==> config.mk <==
export PLATFORM = sky130hd
export DESIGN_NAME = io_bcd_display
export DESIGN_NICKNAME = d
export VERILOG_FILES = /design/src/rtl/io_bcd_display.sv
export SDC_FILE = /design/constraint.sdc
export NUM_CORES = 1
export LEC_CHECK = 0
export ABC_CLOCK_PERIOD_IN_PS = 6830
export CAP_MARGIN = 20
export CELL_PAD_IN_SITES_DETAIL_PLACEMENT = 1
export CELL_PAD_IN_SITES_GLOBAL_PLACEMENT = 1
export CORE_MARGIN = 2
export CORE_UTILIZATION = 42
export CTS_BUF_LIST = sky130_fd_sc_hd__clkbuf_16
export CTS_CLUSTER_SIZE = 12
export DETAILED_ROUTE_END_ITERATION = 16
export GPL_TIMING_DRIVEN = 0
export PLACE_DENSITY_LB_ADDON = 0.1
export SLEW_MARGIN = 20
export SYNTH_ARGS = -nofsm -noshare
export SYNTH_HDL_FRONTEND = slang
export SYNTH_SLANG_ARGS = --single-unit
export TNS_END_PERCENT = 50
==> constraint.sdc <==
create_clock -name clk -period 6.83 [get_ports clk]
set_input_delay 1.0245 -clock clk [delete_from_list [all_inputs] [get_ports clk]]
set_output_delay 1.0245 -clock clk [all_outputs]
set_load 0.1 [all_outputs]
==> src/rtl/io_bcd_display.sv <==
// rtl/io_bcd_display.sv - memory-mapped 32-bit to 10-digit BCD display converter
//
// Purpose: a store to VALUE latches a 32-bit number and converts it to ten BCD
// digits with a sequential double-dabble engine, one bit per clock. The latched
// digits and a sign bit drive the seven-segment hex drivers directly.
//
// Optional feature macro: DISPLAY_SIGNED_EN
//   defined   - VALUE is two's complement; negatives display as magnitude + sign
//   undefined - VALUE is unsigned; sign is tied to 0
//
// Ports:
//   clk        in  1              system clock, rising edge
//   rst        in  1              asynchronous active-high reset
//   addressIO  in  IO_ADDR_BITS   IO word address (0 VALUE, 1 STATUS, 2 BCD_LO, 3 BCD_HI)
//   dataInIO   in  32             write data
//   wEnIO      in  1              write strobe
//   dataOutIO  out 32             combinational read data
//   digits     out 40             10 BCD digits, digit k at [4k+3:4k]
//   sign       out 1              displayed value is negative
//   busy       out 1              conversion in progress
//   valid      out 1              digits/sign hold a completed conversion
module io_bcd_display #(
  parameter int IO_ADDR_BITS = 4
) (
  input  logic                    clk,
  input  logic                    rst,
  input  logic [IO_ADDR_BITS-1:0] addressIO,
  input  logic [31:0]             dataInIO,
  input  logic                    wEnIO,
  output logic [31:0]             dataOutIO,
  output logic [39:0]             digits,
  output logic                    sign,
  output logic                    busy,
  output logic                    valid
);

  typedef enum logic {IDLE = 1'b0, SHIFT = 1'b1} state_t;

  state_t      state_q, state_d;
  logic [31:0] value_q, value_d;
  logic [31:0] mag_q, mag_d;
  logic [39:0] acc_q, acc_d;
  logic [4:0]  cnt_q, cnt_d;
  logic        pend_sign_q, pend_sign_d;
  logic [39:0] digits_q, digits_d;
  logic        sign_q, sign_d;
  logic        valid_q, valid_d;

  logic        wr_value;
  logic [31:0] in_mag;
  logic        in_sign;
  logic [39:0] acc_adj;
  logic [39:0] acc_shift;

  assign wr_value = wEnIO && (addressIO == IO_ADDR_BITS'(0));

`ifdef DISPLAY_SIGNED_EN
  // Two's-complement negate; 0x80000000 maps to itself, which read as
  // unsigned is exactly 2147483648.
  assign in_mag  = dataInIO[31] ? (~dataInIO + 32'd1) : dataInIO;
  assign in_sign = dataInIO[31];
`else
  assign in_mag  = dataInIO;
  assign in_sign = 1'b0;
`endif

  // Double-dabble correction: every nibble >= 5 gets +3 before the shift so
  // that the shift carries correctly into the next decimal digit.
  always_comb begin
    acc_adj = acc_q;
    for (int k = 0; k < 10; k++) begin
      if (acc_q[4*k +: 4] >= 4'd5) begin
        acc_adj[4*k +: 4] = acc_q[4*k +: 4] + 4'd3;
      end
    end
  end

  assign acc_shift = {acc_adj[38:0], mag_q[31]};

  always_comb begin
    state_d     = state_q;
    value_d     = value_q;
    mag_d       = mag_q;
    acc_d       = acc_q;
    cnt_d       = cnt_q;
    pend_sign_d = pend_sign_q;
    digits_d    = digits_q;
    sign_d      = sign_q;
    valid_d     = valid_q;

    // A new write always wins, so it also aborts a conversion in flight.
    if (wr_value) begin
      value_d     = dataInIO;
      mag_d       = in_mag;
      acc_d       = 40'd0;
      cnt_d       = 5'd0;
      pend_sign_d = in_sign;
      state_d     = SHIFT;
    end else begin
      case (state_q)
        IDLE: begin
          state_d = IDLE;
        end
        SHIFT: begin
          acc_d = acc_shift;
          mag_d = {mag_q[30:0], 1'b0};
          cnt_d = cnt_q + 5'd1;
          if (cnt_q == 5'd31) begin
            digits_d = acc_shift;
            sign_d   = pend_sign_q;
            valid_d  = 1'b1;
            state_d  = IDLE;
          end
        end
        default: state_d = IDLE;
      endcase
    end
  end

  always_ff @(posedge clk or posedge rst) begin
    if (rst) begin
      state_q     <= IDLE;
      value_q     <= 32'd0;
      mag_q       <= 32'd0;
      acc_q       <= 40'd0;
      cnt_q       <= 5'd0;
      pend_sign_q <= 1'b0;
      digits_q    <= 40'd0;
      sign_q      <= 1'b0;
      valid_q     <= 1'b0;
    end else begin
      state_q     <= state_d;
      value_q     <= value_d;
      mag_q       <= mag_d;
      acc_q       <= acc_d;
      cnt_q       <= cnt_d;
      pend_sign_q <= pend_sign_d;
      digits_q    <= digits_d;
      sign_q      <= sign_d;
      valid_q     <= valid_d;
    end
  end

  assign digits = digits_q;
  assign sign   = sign_q;
  assign busy   = (state_q == SHIFT);
  assign valid  = valid_q;

  always_comb begin
    dataOutIO = 32'd0;
    if (addressIO == IO_ADDR_BITS'(0)) begin
      dataOutIO = value_q;
    end else if (addressIO == IO_ADDR_BITS'(1)) begin
      dataOutIO = {30'd0, valid_q, busy};
    end else if (addressIO == IO_ADDR_BITS'(2)) begin
      dataOutIO = digits_q[31:0];
    end else if (addressIO == IO_ADDR_BITS'(3)) begin
      dataOutIO = {23'd0, sign_q, digits_q[39:32]};
    end
  end

endmodule

==> metrics.md <==
| Metric | Value |
|---|---|
| Status | `completed` |
| Synth warn | `0` |
| Number of synthesized register bits | `between 150 and 200` |
| Final design utilization | `54.4%` |
| Die area | `0.0185 mm2` |
| Initial antenna violation count | `0` |
| GRT met2 Usage | `45.3%` |
| Worst EP required | `5810 ps` |
| Post-Syn Nets | `825` |
| Hold WS | `482 ps` |
| DP Wirelength | `16.9 mm` |
| Crit-path max FO | `10` |
| Initial Util | `42.6%` |
| Endpoints failing hold | `0` |
| Most common cell after layout, fill and taps aside | `nand2_1` |
| Core Area | `0.0172 mm2` |
| CP Buf/Inv Count | `4` |
| Row cnt | `48` |
| Final setup TNS | `0 ps` |
| CTS max path bufs | `2` |
| Critical Path Start Type | `primary input` |
| Critical hold path startpoint | `value_q[15]$_DFFE_PP0N_` |
| Sequential cell area | `0.00378 mm2` |
| Clk_lat worst skew | `420 ps` |
| # H-tree levels | `4` |
| Layout cells sized above 1 | `7.70%` |
| Maxcap violations | `0` |
| FF-to-FF path depth | `4` |
| WP data arrival | `around 4400 ps` |
| P per Cell Area | `561 mW/mm2` |
| Non-Filler Instances | `1134` |
| CTS tree | `built` |
| Die Y | `136 um` |
| Post CTS Setup Buffer Count | `0` |
| Post-CTS sizing | `0` |
| # diodes | `0` |
| Crit path time final | `5440 ps` |
| Die W | `around 140 um` |
| Critical path class | `primary input to output pin` |
| Grt total ovfl | `0` |
| Worst Hold Depth | `2` |
| Cell chain of the critical path | `clkdlybuf4s50_1 -> nor4b_2 -> clkbuf_1 -> a222oi_1 -> inv_1 -> clkdlybuf4s50_1` |
| Fmax achieved | `between 0.15 and 0.2 GHz` |
| Routed Wire Length | `roughly 24 mm` |
| Tcrit/Tclk final | `79.7%` |
| Vias | `roughly 6300` |
| DRT iter0 DRCs | `325` |
| Number of vias per cell | `~5.6` |
| Remaining routing DRC violations | `0` |
| Worst min path class | `flop to flop` |
| FF-to-FF End | `acc_q[21]$_DFFE_PP0P_` |
| First-pass GRT wire length | `37.2 mm` |
| Final number of setup-violating endpoints | `0` |
| Final GP Congestion | `between 0.8 and 0.9` |
| Leak | `0.00435 uW` |
| Slew HR | `31.9%` |
| Synth unique cells | `41` |
| VDD IR-drop max | `0.000295 V` |
| Largest net degree at the start of global routing | `93` |
| Most frequent cells in the layout | `nand2_1, dfrtp_1, clkdlybuf4s50_1` |
| Total CTS buffers | `17` |
| Met3 usage | `3.58%` |
| Unrepaired setup endpoints after global routing | `no` |
| Root Driver | `clkbuf_16` |
| Clk_skew | `between 7 and 8 ps` |
| Worst hold endpoint | `value_q[15]$_DFFE_PP0N_` |
| Crit end category | `output pin` |
| Fin. max-slew vios | `0` |
| Synth Instances | `around 760` |
| Placed cell count | `1102` |
| Fill cells | `1987` |
| Met1 Use GR | `35.1%` |
| Grt peak-use layer | `met2` |
| Worst Tran Pin Value | `1020 ps` |
| Detailed Routing Iterations Pass 1 | `4` |
| All-Layer GR Usage | `about a quarter` |
| Post-DR wirelength/cell | `~21 um` |
| Area added between synthesis and finish | `27.5%` |
| Slowest CP cell | `clkdlybuf4s50_1` |
| Number of I/O pins | `114` |
| Vias in the first global route | `6792` |
| Netlist Area Pre-Place | `between 0.007 and 0.008 mm2` |
| Multi-input logic area | `0.00322 mm2` |
| CP startpoint | `addressIO[0]` |
| DRT antenna net count | `0` |
| Largest delay share family, worst path | `buffers and inverters` |
| Seq/Total Area, Yosys | `51.6%` |
| Syn_area_per_cell | `between 9 and 10 um2` |
| Critical Path Most Common Cell | `clkdlybuf4s50_1` |
| R2r setup slk | `between 4000 and 5000 ps` |
| CTS Hold Buffers Added | `0` |
| Max incr delay on CP | `about 1100 ps` |
| Clk sinks | `151` |
| Nets | `957` |
| Clk pin slew, worst setup/hold paths | `60 ps` |
| Reg-to-reg critical path startpoint | `busy$_DFF_PP0_` |
| PortBufs | `112` |
==> worst register-to-register path, cell delays in order (launching register included) <==
cell	delay (ps)
dfrtp_1	380
buf_2	300
clkbuf_1	590
nand2_1	550
o22ai_1	330
==> flip-flops by register name, summed over array words and instances, names as in the netlist <==
register / flops
valid: 1
busy: 1
value_q: 32
digits: 40
mag_q: 32
cnt_q: 5
acc_q: 40
==> per-stage QoR <==
step | setup slack [ps] | total power (uW) | instance area, um2
floorplan | 1740 | 3490 | 7320
global placement | -417 | 4130 | 8720
detailed placement | 1330 | 4280 | 8760
CTS | 1320 | 5250 | 9340
global route | 1280 | 5520 | 9340
finish | 1390 | 5240 | 9340
==> where the power goes <==
group	leakage, uW	total, uW	switching, uW	internal, uW
registers	0.00189	1620	369	1250
logic	0.00219	2670	1850	824
clock network	0.000277	943	403	540
total	0.00435	5240	2620	2620
==> layer usage <==
layer  wire, um  up-vias  share of wire, %
li1           -     2921                 -
met1      11000     3244                46
met2      11700      129                49
met3        813       23               3.4
met4        241        0               1.0
met5          0        -                 0
==> kinds of logic (layout without fill, tap and decap cells) <==
| kind of cell | Yosys count | in the layout | synth area share [%] |
|---|---|---|---|
| multiplexers | 47 | 47 | 6.56 |
| buffers and inverters | 75 | 220 | 4.43 |
| adder cells (fa/ha/maj) | 22 | 22 | 3.76 |
| AND/OR/NAND/NOR | 252 | 252 | 15.5 |
| XOR/XNOR | 13 | 13 | 1.56 |
| AO/OA/AOI/OAI | 203 | 203 | 16.5 |
| other | 1 | 1 | 0.0512 |
| flip-flops | 151 | 151 | 51.6 |
==> synth_stat cells, drive strengths merged <==
| master | instances | share of area, % |
|---|---|---|
| nor4b | 1 | 0.21 |
| or2 | 6 | 0.51 |
| nor3 | 3 | 0.21 |
| buf | 21 | 1.6 |
| xor2 | 2 | 0.24 |
| nand2b | 11 | 0.94 |
| mux2i | 39 | 5.3 |
| nor4bb | 1 | 0.14 |
| a31oi | 9 | 0.77 |
| a222oi | 6 | 0.82 |
| nor3b | 16 | 1.6 |
| and2 | 1 | 0.086 |
| nor2b | 3 | 0.26 |
| a211oi | 9 | 0.92 |
| mux2 | 8 | 1.2 |
| nand2 | 169 | 8.7 |
| ha | 22 | 3.8 |
| xnor2 | 11 | 1.3 |
| nor4 | 3 | 0.46 |
| a22oi | 6 | 0.62 |
| clkinv | 1 | 0.051 |
| and3 | 2 | 0.17 |
| clkbuf | 23 | 1.3 |
| conb | 1 | 0.051 |
| o22ai | 10 | 0.85 |
| inv | 30 | 1.5 |
| dfrtp | 151 | 52 |
| o21ai | 95 | 6.5 |
| a221o | 2 | 0.27 |
| nand4 | 1 | 0.086 |
| a21oi | 41 | 2.8 |
| nand3 | 20 | 1.4 |
| nor2 | 15 | 0.77 |
| a21o | 1 | 0.10 |
| a22o | 24 | 2.9 |
==> worst max path at each step <==
stage	end	cells past startpoint
2_1_floorplan	acc_q[0]$_DFFE_PP0P_	1
3_3_place_gp	valid$_DFFE_PP0P_	2
3_5_place_dp	dataOutIO[7]	6
4_1_cts	dataOutIO[7]	6
5_1_grt	dataOutIO[7]	6
6_report	dataOutIO[7]	6
==> final cells by class <==
class,count,area share (%)
flip-flops and latches,151,40.5
multi-input cells,538,34.5
repair buffers,113,12.3
clock buffers,17,4.56
well taps,225,3.02
plain buffers,44,2.22
clock inverters,15,1.63
inverters,31,1.33
No activity file was read; power rests on OpenSTA's default activity.
==> RTL change 1 (config.mk and constraints unchanged) <==
Register the inputs `addressIO` and `wEnIO` before use, without a reset. The logic sees them one clock later. The other inputs are not delayed to match.
--- a/src/rtl/io_bcd_display.sv
+++ b/src/rtl/io_bcd_display.sv
@@ -38,2 +38,10 @@
 
+  logic [IO_ADDR_BITS-1:0] addressIO_q;
+  logic wEnIO_q;
+
+  always_ff @(posedge clk) begin
+    addressIO_q <= addressIO;
+    wEnIO_q     <= wEnIO;
+  end
+
   state_t      state_q, state_d;
@@ -54,3 +62,3 @@
 
-  assign wr_value = wEnIO && (addressIO == IO_ADDR_BITS'(0));
+  assign wr_value = wEnIO_q && (addressIO_q == IO_ADDR_BITS'(0));
 
@@ -150,9 +158,9 @@
     dataOutIO = 32'd0;
-    if (addressIO == IO_ADDR_BITS'(0)) begin
+    if (addressIO_q == IO_ADDR_BITS'(0)) begin
       dataOutIO = value_q;
-    end else if (addressIO == IO_ADDR_BITS'(1)) begin
+    end else if (addressIO_q == IO_ADDR_BITS'(1)) begin
       dataOutIO = {30'd0, valid_q, busy};
-    end else if (addressIO == IO_ADDR_BITS'(2)) begin
+    end else if (addressIO_q == IO_ADDR_BITS'(2)) begin
       dataOutIO = digits_q[31:0];
-    end else if (addressIO == IO_ADDR_BITS'(3)) begin
+    end else if (addressIO_q == IO_ADDR_BITS'(3)) begin
       dataOutIO = {23'd0, sign_q, digits_q[39:32]};
Check against the original RTL: not equivalent (Yosys sat finds a counterexample within 4 cycles, from zero or initial values and one cycle with rst high).
==> RTL change 1 against the original RTL <==
  * Synthesized cell count rose by 0.92%
  * Synthesized area rose by 1.1%
  * Total power fell by 7.7%
  * Final area rose by 1.6%
  * Sequential cell count rose by 5
  * Register-to-register slack got worse by 0.19 ns
  * Sequential share of layout area rose by 0.43 points
  * Routed wire length rose by 0.24%
  * First-iteration DRC count fell by 0.62%
  * Worst setup slack improved by 0.84 ns
  * Combinational power fell by 18%
  * Largest cell class unchanged
==> RTL change 1: results (changes against the original RTL) <==
r2r endpoint acc_q[5]; Synthesized Nets 832 (+0.85%); Root Buffer clkbuf_16; crit path DAT 3.58 ns (-0.84 ns); Worst-Skew Late Latency 0.44 ns (+0.02 ns); Antenna diodes 0 (unchanged); first-pass GRT wire length 37300 um (+0.28%); Port Buffers 112 (unchanged); Worst Hold Path Cells 2 (unchanged); Nets 964 (+0.73%); number of fill cells in the layout 1941 (-2.3%); largest cells by area after synthesis dfrtp_1 51%, nand2_1 8.6%, o21ai_0 7.0%, mux2i_1 5.4%, ha_1 3.7%; Final Skew 0.0134 ns (+0.00559 ns); Rel. slew slack 32.0% (+0.14 points); DR iter-0 viols 323 (-0.62%); largest stage delay on the critical path 1.15 ns (+0.02 ns); Post-synth top flop dfrtp_1; sequential share of the synthesized area 52.4% (+0.81 points); CP max FO 10 (unchanged); Post-synth top cells 170 x nand2_1, 151 x dfrtp_1, 103 x o21ai_0; Post-CTS Repair Setup Buffers 0 (unchanged); outcome completed; Hold EP value_q[25]; H-tree depth 4 (unchanged); first drt pass iteration count 4 (unchanged); vias in the first global route 6855 (+0.93%); GPL Wtd Cong 0.871 (+0.96%); total global-route track usage 26.5% (+0.047 points); register-to-register setup slack 4.40 ns (-0.19 ns); wire per inst 20.8 um (-0.37%); vias post-DR 6355 (+0.60%); largest net degree at the start of global routing 89 (-4.3%); VDD IR max 0.242 mV (-18%); Synth Warn # 0 (unchanged); layout cells sized above 1 7.31% (-0.39 points); Reg-to-Reg Start busy; switching power total 2.21 mW (-16%); Distinct cells, synth 39 (-4.9%); ys async rst share 96.8% (-3.2 points); leakage power 4.37 nW (+0.47%); Critical Path Start addressIO_q[1]; Detailed Place HPWL 17300 um (+2.4%); Worst-path clk slew 0.07 ns; Hold Path Origin value_q[25]
## RTL change 1: cell types whose count changed in the layout (fill, tap and decap cells not counted), sizes merged, moves of 3 or more
cell    before  now
o21ai       95  105
bufinv       2    5
nor2        15    6
a21oi       41   50
clkbuf      40   37
dfxtp        0    5
a211oi       9    0
## RTL change 1: area by class of cell
type | instances | area share (%)
sequential | 156 | 40.9
buffer | 43 | 2.06
multi-input combinational | 540 | 33.8
inverter | 32 | 1.35
clock inverter | 15 | 2.34
clock buffer | 17 | 4.49
timing repair buffer | 113 | 12.1
tap | 225 | 2.97
## RTL change 1: cells by family (layout without fill, tap and decap cells)
family,after synthesis,after routing,share of synthesized area (%)
simple gates,245,245,14.9
compound gates,212,212,16.6
flops,156,156,52.4
buf+inv,75,220,4.26
mux,47,47,6.48
fa+ha+maj,22,22,3.72
xor+xnor,13,13,1.54
other cells,1,1,0.0507
## RTL change 1: worst max path at each step
stage | endpoint | slack (ns)
floorplan | acc_q[0] | 1.74
global placement | acc_q[37] | -0.31
detailed placement | dataOutIO[3] | 2.74
CTS | dataOutIO[3] | 2.23
global route | dataOutIO[3] | 2.14
finish | dataOutIO[3] | 2.23
## RTL change 1: metal layers
layer | up-vias | share of wire, % | track usage, %
met5 | - | 0 | 0
met4 | 0 | 1.8 | 8.45
met3 | 36 | 4.0 | 4.48
met2 | 143 | 49 | 45.1
met1 | 3235 | 45 | 34.4
li1 | 2941 | - | -
## RTL change 1: per-stage QoR
| step | worst slack [ns] | hold WS [ns] | cell area, um^2 | total power, mW | std cells |
|---|---|---|---|---|---|
| finish | 2.23 | 0.479 | 9480 | 4.83 | 1141 |
| global route | 2.14 | 0.507 | 9480 | 5.11 | 1141 |
| CTS | 2.23 | 0.480 | 9480 | 4.84 | 1141 |
| detailed placement | 2.74 | 0.464 | 8840 | 3.77 | 1109 |
| global placement | -0.310 | 0.458 | 8800 | 3.63 | 1108 |
| floorplan | 1.74 | 0.445 | 7400 | 3.11 | 771 |
## RTL change 1: power groups by stage
| stage | combinational [mW] | clock, mW | sequential, mW |
|---|---|---|---|
| after floorplan | 1.14 | 0 | 1.97 |
| after global placement | 2.06 | 0 | 1.56 |
| after detailed placement | 2.18 | 0 | 1.59 |
| after CTS | 2.20 | 1.06 | 1.58 |
| after global routing | 2.38 | 1.09 | 1.63 |
| final | 2.20 | 1.05 | 1.59 |
## RTL change 1: critical path: cells and delay by family (launching register included)
family	cells	cell delay [ns]
buffers and inverters	3	1.73
DFF	1	0.46
AOI/OAI and AO/OA	1	0.18
and+or+nand+nor	1	0.77
==> RTL change 2 (same settings) <==
Without the edit above. Change the parameter `IO_ADDR_BITS` from 4 to 3.
--- a/src/rtl/io_bcd_display.sv
+++ b/src/rtl/io_bcd_display.sv
@@ -22,3 +22,3 @@
 module io_bcd_display #(
-  parameter int IO_ADDR_BITS = 4
+  parameter int IO_ADDR_BITS = 3
 ) (
Interface: changed (resized addressIO); port bits go from 114 to 113. The function was not compared with the original's and may differ.
==> RTL change 2 against the original RTL <==
  * Routed wire length down 2.2%
  * Final area up 0.38%
  * Clock skew up 0.00051 ns
  * Worst setup slack better by 0.39 ns
  * Critical endpoint is now dataOutIO[16]
  * Non-clock buffer count unchanged
  * Utilization up 0.20 points
  * Sequential cell count unchanged
  * Critical path type unchanged
  * Clock power down 5.1%
  * Total power down 4.3%
  * Sequential share of layout area down 0.15 points
  * Synthesized area up 0.43%
  * First-iteration DRC count up 5.5%
==> RTL change 2: results (changes against the original RTL) <==
total CTS buffers 17 (unchanged); CP max FO 10 (unchanged); Nets 961 (+0.42%); largest net degree at the start of global routing 92 (-1.1%); number of fill cells in the layout 1944 (-2.2%); Worst-path clk slew 0.06 ns (about the same); sequential share of the synthesized area 51.4% (-0.22 points); vias in the first global route 6670 (-1.8%); slowest stage cell, crit path clkdlybuf4s50_1; first drt pass iteration count 5 (+1); Post-Place Worst Slack 1.79 ns (+0.452 ns); initial antenna violation count 0 (unchanged); leakage power 4.34 nW (-0.19%); Root Buffer clkbuf_16; Worst-Skew Late Latency 0.43 ns; DR WL met2 11800 um (+0.99%); Post-synth top cells 167 x nand2_1, 151 x dfrtp_1, 104 x o21ai_0; H-tree depth 4 (unchanged); VDD IR max 0.276 mV (-6.3%); clock sink count 151 (unchanged); Highest Signal Layer met4; layout cells sized above 1 8.21% (+0.50 points); post-cts sizing count 0 (unchanged); first-pass GRT wire length 36400 um (-2.2%); WL met1 10200 um (-7.2%); total global-route track usage 25.8% (-0.61 points); CTS Buffer Depth 2 (unchanged); ys async rst share 100% (unchanged); Antenna diodes 0 (unchanged); largest stage delay on the critical path 1.13 ns (about the same); Hold Path Class flip-flop to flip-flop; outcome completed; Final Skew 0.00833 ns (+0.000506 ns); largest cells by area after synthesis dfrtp_1 51%, nand2_1 8.5%, o21ai_0 7.1%, mux2i_1 5.3%, ha_1 3.7%; GPL Wtd Cong 0.797 (-7.6%); final WL 23100 um (-2.2%); DR iter-0 viols 343 (+5.5%); DR WL met3 798 um (-1.8%); Top delay family on crit path buffers and inverters; multi-input logic area 3290 um^2 (+2.3%); Synth Warn # 0 (unchanged); Post-DP Area 8810 um^2 (+0.63%); Distinct cells, synth 36 (-12%); actual slew at the worst max-slew pin 0.998 ns (-0.0210 ns); Synthesized Nets 828 (+0.36%); Port Buffers 111 (-0.89%); Post-CTS Repair Setup Buffers 0 (unchanged); vias post-DR 6265 (-0.82%); crit path DAT 4.03 ns (-0.39 ns); Detailed Place HPWL 16600 um (-1.9%)
RTL change 2: per-layer routing:
layer	vias to the layer above	global-route usage, %
li1	2927	-
met5	-	0
met1	3189	32.8
met4	0	6.37
met3	34	4.55
met2	115	45.6
RTL change 2: path summary, 6_finish.rpt:
kind	startpoint	end	slack, ns	cells past startpoint
min	value_q[18]	value_q[18]	0.48	2
max reg2reg	busy	acc_q[8]	4.37	4
min reg2reg	value_q[18]	value_q[18]	0.48	2
min in group asynchronous	rst	mag_q[22]	1.02	2
max in group asynchronous	rst	digits[3]	4.96	3
max	addressIO[2]	dataOutIO[16]	1.78	7
RTL change 2: area by class of cell:
cell class                 instances  share of cell area, %
multi-input combinational        548                   35.1
tap                              225                   3.00
timing repair buffer             114                   12.3
inverter                          26                   1.12
clock buffer                      17                   4.54
buffer                            43                   2.18
sequential                       151                   40.3
clock inverter                    15                   1.42
RTL change 2: worst reg2reg max path: stages (launching register included):
cell	delay, ns
dfrtp_1	0.45
clkbuf_1	0.61
clkbuf_1	0.53
clkbuf_1	0.56
a21oi_1	0.16
RTL change 2: where the power goes:
group | total (mW) | leakage [nW] | internal (mW) | switching [mW]
combinational | 2.54 | 2.19 | 0.801 | 1.74
clock | 0.895 | 0.253 | 0.501 | 0.395
sequential | 1.57 | 1.90 | 1.24 | 0.339
RTL change 2: kinds of logic (layout without fill, tap and decap cells):
logic type	after synthesis	in the layout	share of synthesized area, %
buf+inv	69	215	4.10
compound gates	210	210	16.3
fa+ha+maj	22	22	3.74
other cells	1	1	0.0510
mux	53	53	7.76
simple gates	249	249	15.1
xor+xnor	13	13	1.55
flops	151	151	51.4
RTL change 2: stage by stage:
step / setup TNS, ns / cells
final: 0 / 1139
after global routing: 0 / 1139
after CTS: 0 / 1139
after detailed placement: 0 / 1107
after global placement: -45.60 / 1104
after floorplan: 0 / 768
